File: config.mk
export PLATFORM = sky130hd
export DESIGN_NAME = fetch_unit
export DESIGN_NICKNAME = d
export VERILOG_FILES = /design/src/rtl/fetch_unit_pkg.sv /design/src/rtl/fetch_unit_jump_lut.sv /design/src/rtl/fetch_unit.sv
export SDC_FILE = /design/constraint.sdc
export NUM_CORES = 1
export LEC_CHECK = 0
export CORE_UTILIZATION = 53
export DETAILED_ROUTE_END_ITERATION = 12
export GPL_TIMING_DRIVEN = 0
export PLACE_DENSITY = 0.94
export SLEW_MARGIN = 40
export SYNTH_ARGS = -nofsm -noshare
export SYNTH_HDL_FRONTEND = slang
export SYNTH_SLANG_ARGS = --single-unit
File: constraint.sdc
create_clock -name clk -period 3 [get_ports clk]
set_input_delay 0.3 -clock clk [delete_from_list [all_inputs] [get_ports clk]]
set_output_delay 0.3 -clock clk [all_outputs]
set_load 0.01 [all_outputs]
File: src/rtl/fetch_unit_pkg.sv
// Shared types and constants for the instruction fetch unit: FSM states,
// default halt encoding and the branch jump-target table.
package fetch_unit_pkg;

  localparam int unsigned INSTR_W = 9;
  localparam logic [INSTR_W-1:0] HALT_OP_DEFAULT = 9'h1FF;

  typedef enum logic [2:0] {
    ST_IDLE  = 3'd0,
    ST_FILL  = 3'd1,
    ST_RUN   = 3'd2,
    ST_FLUSH = 3'd3,
    ST_HALT  = 3'd4
  } fetch_state_e;

  // Entry i is the target for branch_idx == i (index 15 written first).
  localparam logic [15:0][7:0] JUMP_TABLE = {
    8'd136, 8'd128, 8'd120, 8'd112, 8'd104, 8'd96, 8'd88, 8'd80,
    8'd72,  8'd64,  8'd56,  8'd48,  8'd40,  8'd32, 8'd24, 8'd16
  };

endpackage

File: src/rtl/fetch_unit_jump_lut.sv
// Combinational branch-target lookup: 4-bit index to a PC_W-bit target,
// zero-extended (or truncated for narrow PCs) from the shared table.
module jump_lut
  import fetch_unit_pkg::*;
#(
  parameter int PC_W = 10
) (
  input  logic [3:0]      idx_i,
  output logic [PC_W-1:0] target_o
);

  logic [7:0] entry_s;

  assign entry_s = JUMP_TABLE[idx_i];

  generate
    if (PC_W > 8) begin : g_wide
      assign target_o = {{(PC_W-8){1'b0}}, entry_s};
    end else if (PC_W == 8) begin : g_exact
      assign target_o = entry_s;
    end else begin : g_narrow
      assign target_o = entry_s[PC_W-1:0];
    end
  endgenerate

endmodule

File: src/rtl/fetch_unit.sv
// Instruction fetch unit: sequential zero-bubble fetch from a one-cycle-latency
// memory, stall hold, one-bubble taken branches, halt detection and retire count.
module fetch_unit
  import fetch_unit_pkg::*;
#(
  parameter int                  PC_W    = 10,
  parameter logic [INSTR_W-1:0]  HALT_OP = HALT_OP_DEFAULT,
  parameter int                  CNT_W   = 16
) (
  input  logic               clk,
  input  logic               rst_n,
  input  logic               start,
  input  logic               stall,
  input  logic               branch_taken,
  input  logic [3:0]         branch_idx,
  output logic [PC_W-1:0]    imem_addr,
  input  logic [INSTR_W-1:0] imem_rdata,
  output logic [INSTR_W-1:0] instr,
  output logic               instr_valid,
  output logic [PC_W-1:0]    pc,
  output logic               done,
  output logic [CNT_W-1:0]   retired
);

  fetch_state_e     state_q, state_d;
  logic [PC_W-1:0]  fetch_pc_q, fetch_pc_d;
  logic [PC_W-1:0]  pc_q, pc_d;
  logic [CNT_W-1:0] retired_q, retired_d;
  logic             done_q, done_d;
  logic [PC_W-1:0]  jump_target_s;

  jump_lut #(.PC_W(PC_W)) u_jump_lut (
    .idx_i    (branch_idx),
    .target_o (jump_target_s)
  );

  // State and counter registers.
  always_ff @(posedge clk or negedge rst_n) begin
    if (!rst_n) begin
      state_q    <= ST_IDLE;
      fetch_pc_q <= '0;
      pc_q       <= '0;
      retired_q  <= '0;
      done_q     <= 1'b0;
    end else begin
      state_q    <= state_d;
      fetch_pc_q <= fetch_pc_d;
      pc_q       <= pc_d;
      retired_q  <= retired_d;
      done_q     <= done_d;
    end
  end

  // Next-state, fetch address and valid decode.
  always_comb begin
    state_d     = state_q;
    fetch_pc_d  = fetch_pc_q;
    pc_d        = pc_q;
    retired_d   = retired_q;
    done_d      = done_q;
    imem_addr   = '0;
    instr_valid = 1'b0;
    case (state_q)
      ST_IDLE, ST_HALT: begin
        if (start) begin
          state_d    = ST_FILL;
          fetch_pc_d = '0;
          retired_d  = '0;
          done_d     = 1'b0;
        end else begin
          state_d = state_q;
        end
      end
      // Bubble cycle: request fetch_pc now, it is displayed next cycle.
      ST_FILL, ST_FLUSH: begin
        imem_addr  = fetch_pc_q;
        fetch_pc_d = fetch_pc_q + PC_W'(1);
        pc_d       = fetch_pc_q;
        state_d    = ST_RUN;
      end
      ST_RUN: begin
        instr_valid = 1'b1;
        if (stall) begin
          // Re-read the displayed address so instr stays stable.
          imem_addr = pc_q;
        end else begin
          imem_addr = fetch_pc_q;
          retired_d = (retired_q == {CNT_W{1'b1}}) ? retired_q : retired_q + CNT_W'(1);
          if (imem_rdata == HALT_OP) begin
            state_d = ST_HALT;
            done_d  = 1'b1;
          end else if (branch_taken) begin
            fetch_pc_d = jump_target_s;
            state_d    = ST_FLUSH;
          end else begin
            fetch_pc_d = fetch_pc_q + PC_W'(1);
            pc_d       = pc_q + PC_W'(1);
          end
        end
      end
      default: begin
        state_d = ST_IDLE;
      end
    endcase
  end

  assign instr   = imem_rdata;
  assign pc      = pc_q;
  assign done    = done_q;
  assign retired = retired_q;

endmodule

After elaboration in Yosys (flattened, before gate mapping)
Memories as Yosys holds them, arrays and structs flattened.
Cells that the tools add are included.
Widths: inputs -> output; s select.
Word-level totals
  bits in registers: 40
  memory bits (read-only): 128
  input port bits: 18
  output and inout bits: 47
  logic and storage cells: 60
  memories: 1
Memories
  (name not given): words 16, bits a word 8, read ports 1, clocked after memory_dff 0, write ports 0, line fetch_unit_jump_lut.sv:14  | assign entry_s = JUMP_TABLE[idx_i];
Operators by class
  add/subtract/negate cells: 3
  magnitude comparators: 1
  equal/unequal tests: 13
  mux-type cells: 26
  reduce and logical (&&, ||, !) cells: 11
Operator list (number)
  $mux 10: 8
  $mux 16: 3
  $pmux 10 s2: 2
  $pmux 16 s2: 1
  $pmux 10 s3: 1
  $add 10x1->10 const B: 2
  $add 16x1->16 const B: 1
  $eq 16x16->1 const B: 1
  $reduce_and 4->1: 4
  $mux 3: 4
  $ne 2x2->1 const B: 6
  $eq 9x9->1 const B: 1
  $pmux 3 s3: 1
  $mux 8: 1
  $eq 3x2->1 const B: 2
  $lt 4x5->1 const B: 1
  $mux 1: 4
  $reduce_bool 2->1: 2
  $reduce_or 2->1: 2
  $eq 3x1->1 const B: 1
  $eq 3x3->1 const B: 1
  $logic_not 3->1: 1
  $ne 3x3->1 const B: 1
  $reduce_and 3->1: 1
  other kinds (2): 2

Longest topological paths before layout
Gate-level depths: netlist (run 1).
  word-level depth: 6
  depth in mapped cells: 8
  depth with buffers taken out: 6

Cells and area by module
From an unflattened synthesis (run 1), not the netlist that was laid out.
Unflattened totals
  cell total of the unflattened synthesis: 333
  area total of the unflattened synthesis: 2895.3 sq um
Modules (own cells, without submodules)
  fetch_unit: times used 1, cells an instance 319, area each 2792.7 sq um, seq. area each 1001.0 sq um
  jump_lut: times used 1, cells an instance 14, area each 102.6 sq um, seq. area each 0.0 sq um

Worst setup path after synthesis (run 1)
Ideal clock, no wire load.
  path type: register to register
  from: reg state_q[2]
  to: reg fetch_pc_q[2]
  library setup time: 0.119 ns
  arrival: 1.915 ns
  required time: 2.881 ns
  path slack: 0.966 ns
  stages on the path, launching flop included: 8
  path buffers: 2
  clock period less this slack: 2.034 ns
  path through: dfrtp_1 -> buf_6 -> or3b_1 -> or4_1 -> buf_2 -> o21ai_2 -> nor3b_1 -> o21ba_1
On the way
  longest elaborated chain between the ends: 4
  elaborated cells on any way between the ends: 13
  classes of those cells: eq/ne (7); mux (1); reduce/logical (5)
RTL lines
  start: declaration: line fetch_unit.sv:25  | fetch_state_e state_q, state_d;
  start signal: assignment: line fetch_unit.sv:46  | state_q <= state_d;
  $eq 3x3->1 (tied with other cells): line fetch_unit.sv:63  | case (state_q)
  $reduce_or 2->1: line fetch_unit.sv:63
  $ne 2x2->1 (no source line) or $reduce_bool 3->1 (tied branches)
  $reduce_and 4->1 (no source line)
  end signal: assignment: line fetch_unit.sv:47  | fetch_pc_q <= fetch_pc_d;
  end: declaration: line fetch_unit.sv:26  | logic [PC_W-1:0] fetch_pc_q, fetch_pc_d;
Several ways; a longest one is shown, not always the timed one.
A chain may end at the register's enable or synchronous reset.

Final worst setup path (run 1)
  from: in stall
  to: out imem_addr[9]
On the way
  longest elaborated chain between the ends: 2
RTL lines
  start: declaration: line fetch_unit.sv:13  | input logic stall,
  $mux 10: line fetch_unit.sv:83  | if (stall) begin
  $pmux 10 s2: line fetch_unit.sv:63
  end: declaration: line fetch_unit.sv:16  | output logic [PC_W-1:0] imem_addr,
Every way passes these cells.

==> results.md, run 1 <==
* Status: finished, violations left
* Failing checks: DRC
* Final hold viol count at 0
* Post-synth EDFFs at 0
* Critical Path Slowest Stage Cell: clkdlybuf4s50_1
* Core area at about 0.0045 mm2
* Initial Util at around 56%
* Remaining DRCs at 4
* Worst-Margin Slew at about 710 ps
* Avg WL per Cell at between 15 and 20 um
* Setup TNS at 0 ps
* Hold crit path type: in2async
* Die height at between 70 and 80 um
* Hold_ws at between 500 and 600 ps
* Latest clock arrival within the worst-skew pair at between 200 and 300 ps
* Worst VDD drop at between 0.4 and 0.5 mV
* Via count at approximately 2,500
* Syn_area_per_cell at between 8 and 9 um2
* Synth Instances at 288
* Seq. cell area at between 0.001 and 0.0015 mm2
* Port bufs at between 60 and 70
* Most frequent CP cell: clkdlybuf4s50_1
* Layout cells sized above 1 at under 10%
* Max Clk Rate at ~350 MHz
* Synth unique cells at 53
* Total global routing overflow at 0
* # placed instances at a little over 400
* Fin nets at 382
* Max-cap violations at 0
* Pleak at approximately 1.4 nW
* DP Wirelength at between 4000 and 5000 um
* Drt total wl at around 6800 um
* First-pass GRT wire length at around 11,000 um
* Area growth, synth to finish at 31.3%
* 1st-pass router iterations at 9
* Antenna viol nets, final at 0
* Rel. slew slack at a little over half
* Most frequent cells in the layout: clkdlybuf4s50_1, dfrtp_1, nand2_1
* CTS Buf Count at 5
* Ys async rst share at 100%
* Die Wd at a little over 70 um
* Initial antenna violation count at 0
* Vias per Instance at 6.17
* Max FO, Critical Path at 10
* Tmin final at 2870 ps
* Synth Warn # at 0
* Peak per-stage delay on the critical path at 550 ps
* Vias in the first global route at between 2,000 and 2,500
* # fillers at between 300 and 400
* Startpoint types: primary input
* Fin cells at roughly 400
* RD Place Congestion at about 0.90
* Final setup viols at 0
* RSZ-0062 raised after global routing: no
* CTS tree: built
* Clock buffer depth at 2
* Multi-input gate area at approximately 0.0014 mm2
* H-tree depth at 2
* Synthesized Nets at slightly above 300
* Setup repair bufs after CTS at 0
* Sink Count at 40
* Ys flop type: dfrtp_1
* Antenna cells at 0
* Max-slew violations at 0
* Util after Layout at around three quarters
* Critical path cell sequence: clkdlybuf4s50_1 -> or2b_1 -> a21oi_1 -> clkbuf_2 -> a22o_1 -> clkdlybuf4s50_1
* Place WS at roughly 34 ps
* Setup WS post-layout at approximately 130 ps
* Most common cell after layout, fill and taps aside: clkdlybuf4s50_1
* Die area at just over 0.005 mm2
* Power Density at a little under 600 mW/mm2
* Largest net degree at the start of global routing at between 40 and 50
* Row count at 24
* DR iter-0 viols at 232
* Fin crit share at between 90% and 100%
* Arrival @ worst endpoint at about 2600 ps
* Root cell of the clock tree: clkbuf_8
* Clk_skew at slightly above 3 ps
* Clock input transition at the sequential cells of the worst setup and hold paths at 80 ps
* Yosys reg bits at 40
* Post-synthesis sequential area ratio at approximately two fifths
* Io pins at between 60 and 70
* All-Layer GR Usage at 28.2%
* CP required at roughly 2700 ps
* Synth Cell Area at 0.00252 mm2
* Crit Path Category: in2out
* Setup crit end kind: output port
[cell usage after synthesis, types with 5 or more instances]
cell type  count  area share, %
a21oi_1       22            4.4
a22o_1        13            4.5
and3_1         5            1.2
buf_4          9            2.7
clkbuf_1       7            1.0
dfrtp_1       40             40
ha_1           5            2.5
inv_1          6           0.89
nand2_1       28            4.2
nand3_1       20            4.0
nand4_1        7            1.7
nor2_1        23            3.4
nor3_1         6            1.2
nor3b_1        5            1.5
o21ai_0       19            3.8
xnor2_1       10            3.5
[cell families (layout without fill, tap and decap cells)]
logic type / Yosys count / in the layout / synth area share [%]
muxes: 5 / 5 / 2.03
and+or+nand+nor: 116 / 116 / 24.0
DFF: 40 / 40 / 39.6
buffers and inverters: 29 / 100 / 6.39
AOI/OAI and AO/OA: 82 / 82 / 21.7
adders and majority gates: 5 / 5 / 2.48
xor gates and xnor gates: 11 / 11 / 3.82
[state kept, by name (all words and copies together) (netlist names)]
register    flops
done            1
pc             10
fetch_pc_q     10
retired        16
state_q         3
[final cells by class]
| class | instances | area share, % |
|---|---|---|
| multi-input cells | 219 | 41.1 |
| flip-flops and latches | 40 | 30.2 |
| repair buffers | 65 | 19.6 |
| plain buffers | 21 | 4.00 |
| clock buffers | 6 | 2.19 |
| well taps | 52 | 1.96 |
| inverters | 7 | 0.793 |
| clock inverters | 1 | 0.151 |
[per-stage QoR]
stage	total power [mW]	area, um2
after detailed placement	1.56	3230
after global routing	2.02	3310
final	1.91	3310
after global placement	1.53	3230
after CTS	1.91	3310
after floorplan	1.16	2520
[where the power goes]
part	switching, mW	internal, mW
Sequential	0.197	0.652
Combinational	0.310	0.408
Clock	0.187	0.158
Total	0.694	1.22
[worst max-delay path: cells and delay by family]
kind,cells,cell delay (ps)
AOI/OAI and AO/OA,2,560
and+or+nand+nor,1,280
buffers and inverters,3,1420
[per-layer routing]
layer  vias to the layer above  wire length (um)  part of all wire (%)  GRT usage [%]
met5                         -                 0                     0              0
met2                       104              3510                    52           51.0
met1                      1225              2690                    40           34.5
met4                         0               153                   2.3           10.4
li1                       1186                 -                     -              -
met3                        22               417                   6.2           3.70
[repair_timing]
item / CTS / global route
hold endpoints to repair: 40 / 0
hold buffers: 1 / 0
setup endpoints to repair: 10 / 10
gates resized for setup: 0 / 3
[worst paths after layout]
check / startpoint / endpoint / slack, ps / depth (start not counted)
setup / recovery: stall / imem_addr[9] / 130 / 6
hold / removal: rst_n / state_q[2] / 520 / 2
setup reg to reg: state_q[0] / fetch_pc_q[2] / 780 / 7
hold reg to reg: done / done / 530 / 1
max in group asynchronous: rst_n / pc[2] / 2130 / 2
min in group clk: done / done / 530 / 1
Power figures use the tool's default switching activity.
==> run 2: changes to the inputs <==
--- a/config.mk
+++ b/config.mk
@@ -9,7 +9,9 @@
 export DETAILED_ROUTE_END_ITERATION = 12
 export GPL_TIMING_DRIVEN = 0
 export PLACE_DENSITY = 0.94
+export SETUP_SLACK_MARGIN = 0.02
 export SLEW_MARGIN = 40
 export SYNTH_ARGS = -nofsm -noshare
 export SYNTH_HDL_FRONTEND = slang
 export SYNTH_SLANG_ARGS = --single-unit
+export TNS_END_PERCENT = 1
==> run 2 against run 1 <==
Effect of this change: the run still ends with DRC left; critical path depth grew 1; fmax shrank 0.61%; non-clock buffer count grew 1; clock-buffer cell count is the same; total power grew 0.16%; clock power is essentially flat; largest cell class unchanged; highest routed layer unchanged.
==> results.md, run 2 (same netlist as run 1, synthesis figures left out) <==
* Status: finished, violations left
* Failing checks: DRC
* Final hold viol count at 0
* Max-slew violations at 0
* Latest clock arrival within the worst-skew pair at approximately 290 ps
* Fin nets at around 380
* Place WS at approximately 34 ps
* Root cell of the clock tree: clkbuf_8
* Port bufs at 64
* Clock input transition at the sequential cells of the worst setup and hold paths at ~80 ps
* CTS tree: built
* Initial antenna violation count at 0
* Pleak at about 1.4 nW
* Initial Util at between 50% and 60%
* CP required at 2700 ps
* Fin crit share at 96.1%
* Max FO, Critical Path at 10
* Power, Total at 1.92 mW
* Worst VDD drop at approximately 0.45 mV
* Max reg flops at 16
* DP Wirelength at approximately 5000 um
* Total global routing overflow at 0
* Avg WL per Cell at around 17 um
* Most frequent cells in the layout: clkdlybuf4s50_1, dfrtp_1, nand2_1
* Io pins at 65
* Largest net degree at the start of global routing at 41
* Setup repair bufs after CTS at 0
* Max-cap violations at 0
* Clk_skew at between 3 and 4 ps
* Antenna cells at 0
* Vias per Instance at 6.19
* Clock buffer depth at 2
* Remaining DRCs at 4
* Core area at between 0.004 and 0.005 mm2
* H-tree depth at 2
* 1st-pass router iterations at 9
* CTS Buf Count at 5
* Arrival @ worst endpoint at approximately 2600 ps
* Layout cells sized above 1 at 8.33%
* Area growth, synth to finish at 31.5%
* Antenna viol nets, final at 0
* Hold crit path type: in2async
* Final setup viols at 0
* First-pass GRT wire length at about 11,000 um
* Die Wd at approximately 71 um
* Setup crit end kind: output port
* Reg2reg end: fetch_pc_q[2]
* Worst-Margin Slew at between 700 and 800 ps
* RD Place Congestion at between 0.9 and 1
* Crit Path Category: reg2out
* Via count at 2,552
* Grt met1 use at between 30% and 40%
* Worst R2R Setup Slack at between 700 and 800 ps
* Max Clk Rate at 347 MHz
* # fillers at 347
* Die area at approximately 0.0050 mm2
* Drt total wl at approximately 6800 um
* All-Layer GR Usage at 28.2%
* DR iter-0 viols at about 230
* Die height at between 70 and 80 um
* Tmin final at 2880 ps
* Gr busiest metal: met2
* Power Density at approximately 580 mW/mm2
* Rel. slew slack at 52.4%
* RSZ-0062 raised after global routing: no
* Sink Count at 40
* Setup WS post-layout at 116 ps
* Row count at 24
* Startpoint types: flip-flop
* GRT met2 Usage at approximately 51%
* Most common cell after layout, fill and taps aside: clkdlybuf4s50_1
* Reg-to-Reg Start: state_q[0]
* R2R depth at 7
* Vias in the first global route at approximately 2,400
* Setup TNS at 0 ps
* GR Layer Usage met3 at 3.70%
run 2: cell count changes in the layout (fill, tap and decap cells not counted), sizes merged:
| cell | delta |
|---|---|
| clkbuf | +1 |
run 2: cell type report:
type	count	area, um2	area share [%]
multi-input combinational	219	1360	41.0
sequential	40	1000	30.1
timing repair buffer	65	648	19.5
buffer	22	140	4.22
clock buffer	6	72.6	2.19
tap	52	65.1	1.96
inverter	7	26.3	0.791
clock inverter	1	5.00	0.151
run 2: worst max path at each step:
stage | depth (start not counted) | slack (ps) | startpoint | to
after CTS | 6 | 20 | stall | imem_addr[0]
after global placement | 6 | 60 | stall | imem_addr[9]
final | 7 | 120 | state_q[0] | imem_addr[4]
after detailed placement | 6 | 30 | stall | imem_addr[9]
after floorplan | 7 | 970 | state_q[2] | fetch_pc_q[2]
after global routing | 6 | 20 | stall | imem_addr[9]
run 2: metal layers:
metal	vias to the layer above	wire, um
met3	17	456
met4	0	127
met2	119	3540
li1	1188	-
met5	-	0
met1	1228	2720
run 2: metrics by stage:
step	hold WS (ps)	std cells	utilization (%)	cell area (um2)
after floorplan	4.41	288	-	2520
after global placement	501	404	72.2	3230
after detailed placement	310	404	72.1	3230
after CTS	533	412	74.1	3320
after global routing	565	412	74.2	3320
final	522	412	74.2	3320
run 2: where the power goes:
part | internal, mW | switching (mW) | total, mW
Combinational | 0.409 | 0.310 | 0.719
Clock | 0.158 | 0.186 | 0.345
Sequential | 0.652 | 0.200 | 0.852
Total | 1.22 | 0.696 | 1.92
run 2: critical path, cell delays in order (launching register included):
cell	delay [ps]
dfrtp_1	360
clkbuf_2	170
or3b_1	420
clkinv_1	200
and2_1	200
clkbuf_4	230
a22o_1	170
clkdlybuf4s50_1	540
run 2: what timing repair did:
action / 4_1_cts / 5_1_grt
hold buffers: 1 / 0
hold endpoints to repair: 40 / 0
gates resized for setup: 1 / 4
setup endpoints to repair: 10 / 10
==> run 3: changes to the inputs <==
--- a/config.mk
+++ b/config.mk
@@ -5,10 +5,11 @@
 export SDC_FILE = /design/constraint.sdc
 export NUM_CORES = 1
 export LEC_CHECK = 0
-export CORE_UTILIZATION = 53
+export CORE_UTILIZATION = 49
 export DETAILED_ROUTE_END_ITERATION = 12
+export GPL_ROUTABILITY_DRIVEN = 1
 export GPL_TIMING_DRIVEN = 0
-export PLACE_DENSITY = 0.94
+export PLACE_DENSITY = 0.88
 export SETUP_SLACK_MARGIN = 0.02
 export SLEW_MARGIN = 40
 export SYNTH_ARGS = -nofsm -noshare
==> constraint.sdc (replaced) <==
create_clock -name clk -period 3.3 [get_ports clk]
set_input_delay 0.33 -clock clk [delete_from_list [all_inputs] [get_ports clk]]
set_output_delay 0.33 -clock clk [all_outputs]
set_load 0.01 [all_outputs]
==> run 3 against run 2 <==
Effect of this change: the run now ends clean; worst hold slack worse by 520 ps; clock-buffer cell count is the same; critical path type unchanged; total power shrank 8.8%; sequential power shrank 9.4%; register-to-register slack improved by 320 ps.
==> results.md, run 3 (same netlist as run 1, synthesis figures left out) <==
* Final hold viol count at 0
* Top layer in use: met4
* Max-slew violations at 0
* Core area at between 0.004 and 0.005 mm2
* Setup repair bufs after CTS at 0
* Root cell of the clock tree: clkbuf_8
* Met3 wire len at approximately 420 um
* Initial antenna violation count at 0
* Antenna viol nets, final at 0
* CP required at ~3000 ps
* Drt total wl at roughly 6700 um
* Sink Count at 40
* CTS Buf Count at 5
* Port bufs at 64
* Layout cells sized above 1 at slightly below 8%
* Total global routing overflow at 0
* Clock Power Share at between 10% and 20%
* Reg-to-Reg Start: state_q[2]
* DP Wirelength at ~4800 um
* Power Density at around 530 mW/mm2
* Hold crit path type: in2async
* Worst VDD drop at ~0.40 mV
* Status: complete, no violations
* Setup TNS at 0 ps
* Pleak at between 1 and 1.5 nW
* Seq pwr share at about 44%
* Io pins at 65
* Die height at between 70 and 80 um
* Via count at roughly 2,500
* Cts hold-fix bufs at 0
* Max Clk Rate at 317 MHz
* DR iter-0 viols at around 190
* Clk_skew at 6.94 ps
* Clock input transition at the sequential cells of the worst setup and hold paths at around 80 ps
* # placed instances at approximately 420
* WL met1 at about 2800 um
* Setup crit end kind: output port
* Reg2reg end: pc[7]
* H-tree depth at 2
* Worst Setup SP: state_q[2]
* Fin nets at 382
* Remaining DRCs at 0
* RSZ-0062 raised after global routing: no
* Startpoint types: flip-flop
* Most common cell after layout, fill and taps aside: clkdlybuf4s50_1
* Area growth, synth to finish at 31.7%
* Vias in the first global route at about 2,400
* Avg WL per Cell at 15.8 um
* Largest net degree at the start of global routing at 41
* RD Place Congestion at 0.914
* Post-cts gate resize count at 0
* Row count at 25
* CTS tree: built
* Pint at around 1.1 mW
* Vias per Instance at 5.91
* Final setup viols at 0
* Place WS at roughly 260 ps
* Worst-Margin Slew at about 650 ps
* Max FO, Critical Path at 10
* Max-cap violations at 0
* Switching Share at between 30% and 40%
* Combinational share of power at 37.5%
* All-Layer GR Usage at a little over a quarter
* Worst R2R Setup Slack at approximately 1100 ps
* Most frequent cells in the layout: clkdlybuf4s50_1, dfrtp_1, nand2_1
* Die Wd at roughly 74 um
* 1st-pass router iterations at 6
* Setup WS post-layout at 143 ps
* Antenna cells at 0
* Crit Path Category: reg2out
* R2R depth at 8
* Clock buffer depth at 2
* Fin cells at 426
* First-pass GRT wire length at 10,900 um
* Die area at roughly 0.0054 mm2
* Initial Util at 52.1%
* Max reg flops at 16
* Met2 WL at approximately 3400 um
* Latest clock arrival within the worst-skew pair at ~300 ps
* Arrival @ worst endpoint at between 2000 and 3000 ps
* Net Sw Power at 0.637 mW
* Fin crit share at between 90% and 100%
* Rel. slew slack at around 56%
* Tmin final at roughly 3200 ps
* Util after Layout at about two thirds
-- run 3: cell count changes in the layout (fill, tap and decap cells not counted), sizes merged --
| cell | previous run | this run |
|---|---|---|
| dlygate4sd3 | 1 | 0 |
-- run 3: power groups by stage --
stage	Clock (mW)	Sequential, mW	Combinational (mW)
floorplan	0	0.767	0.288
global placement	0	0.766	0.627
detailed placement	0	0.771	0.648
CTS	0.320	0.764	0.656
global route	0.341	0.791	0.714
finish	0.319	0.772	0.654
-- run 3: cell type report --
type	instances	area, um2
fillers	407	1520
multi-input cells	219	1360
flip-flops and latches	40	1000
repair buffers	64	638
plain buffers	22	135
well taps	67	83.8
clock buffers	6	72.6
inverters	7	26.3
clock inverters	1	5.00
-- run 3: stage by stage --
| stage | cell area (um2) | hold slack, ps | power [mW] |
|---|---|---|---|
| floorplan | 2520 | 34.4 | 1.05 |
| global placement | 3250 | 496 | 1.39 |
| detailed placement | 3250 | 341 | 1.42 |
| CTS | 3320 | 21.1 | 1.74 |
| global route | 3320 | 40.2 | 1.85 |
| finish | 3320 | 1.13 | 1.75 |
-- run 3: layer usage --
metal	GRT usage, %	up-vias
met2	46.1	116
met1	32.4	1193
met5	0	-
li1	-	1194
met3	3.98	16
met4	8.97	0
-- run 3: how the worst max path moves through the flow --
stage                          endpoint  slack, ps  cells after the start
after floorplan           fetch_pc_q[2]       1270                      7
after global placement     imem_addr[9]        280                      6
after detailed placement   imem_addr[9]        260                      6
after CTS                  imem_addr[9]        180                      7
after global routing       imem_addr[9]         50                      7
final                      imem_addr[9]        140                      7
-- run 3: critical path, stage by stage (launching register included) --
cell             delay (ps)
dfrtp_1                 380
buf_6                   140
or3b_1                  430
clkinv_1                200
and2_1                  190
clkbuf_1                410
a22o_1                  240
clkdlybuf4s50_1         540
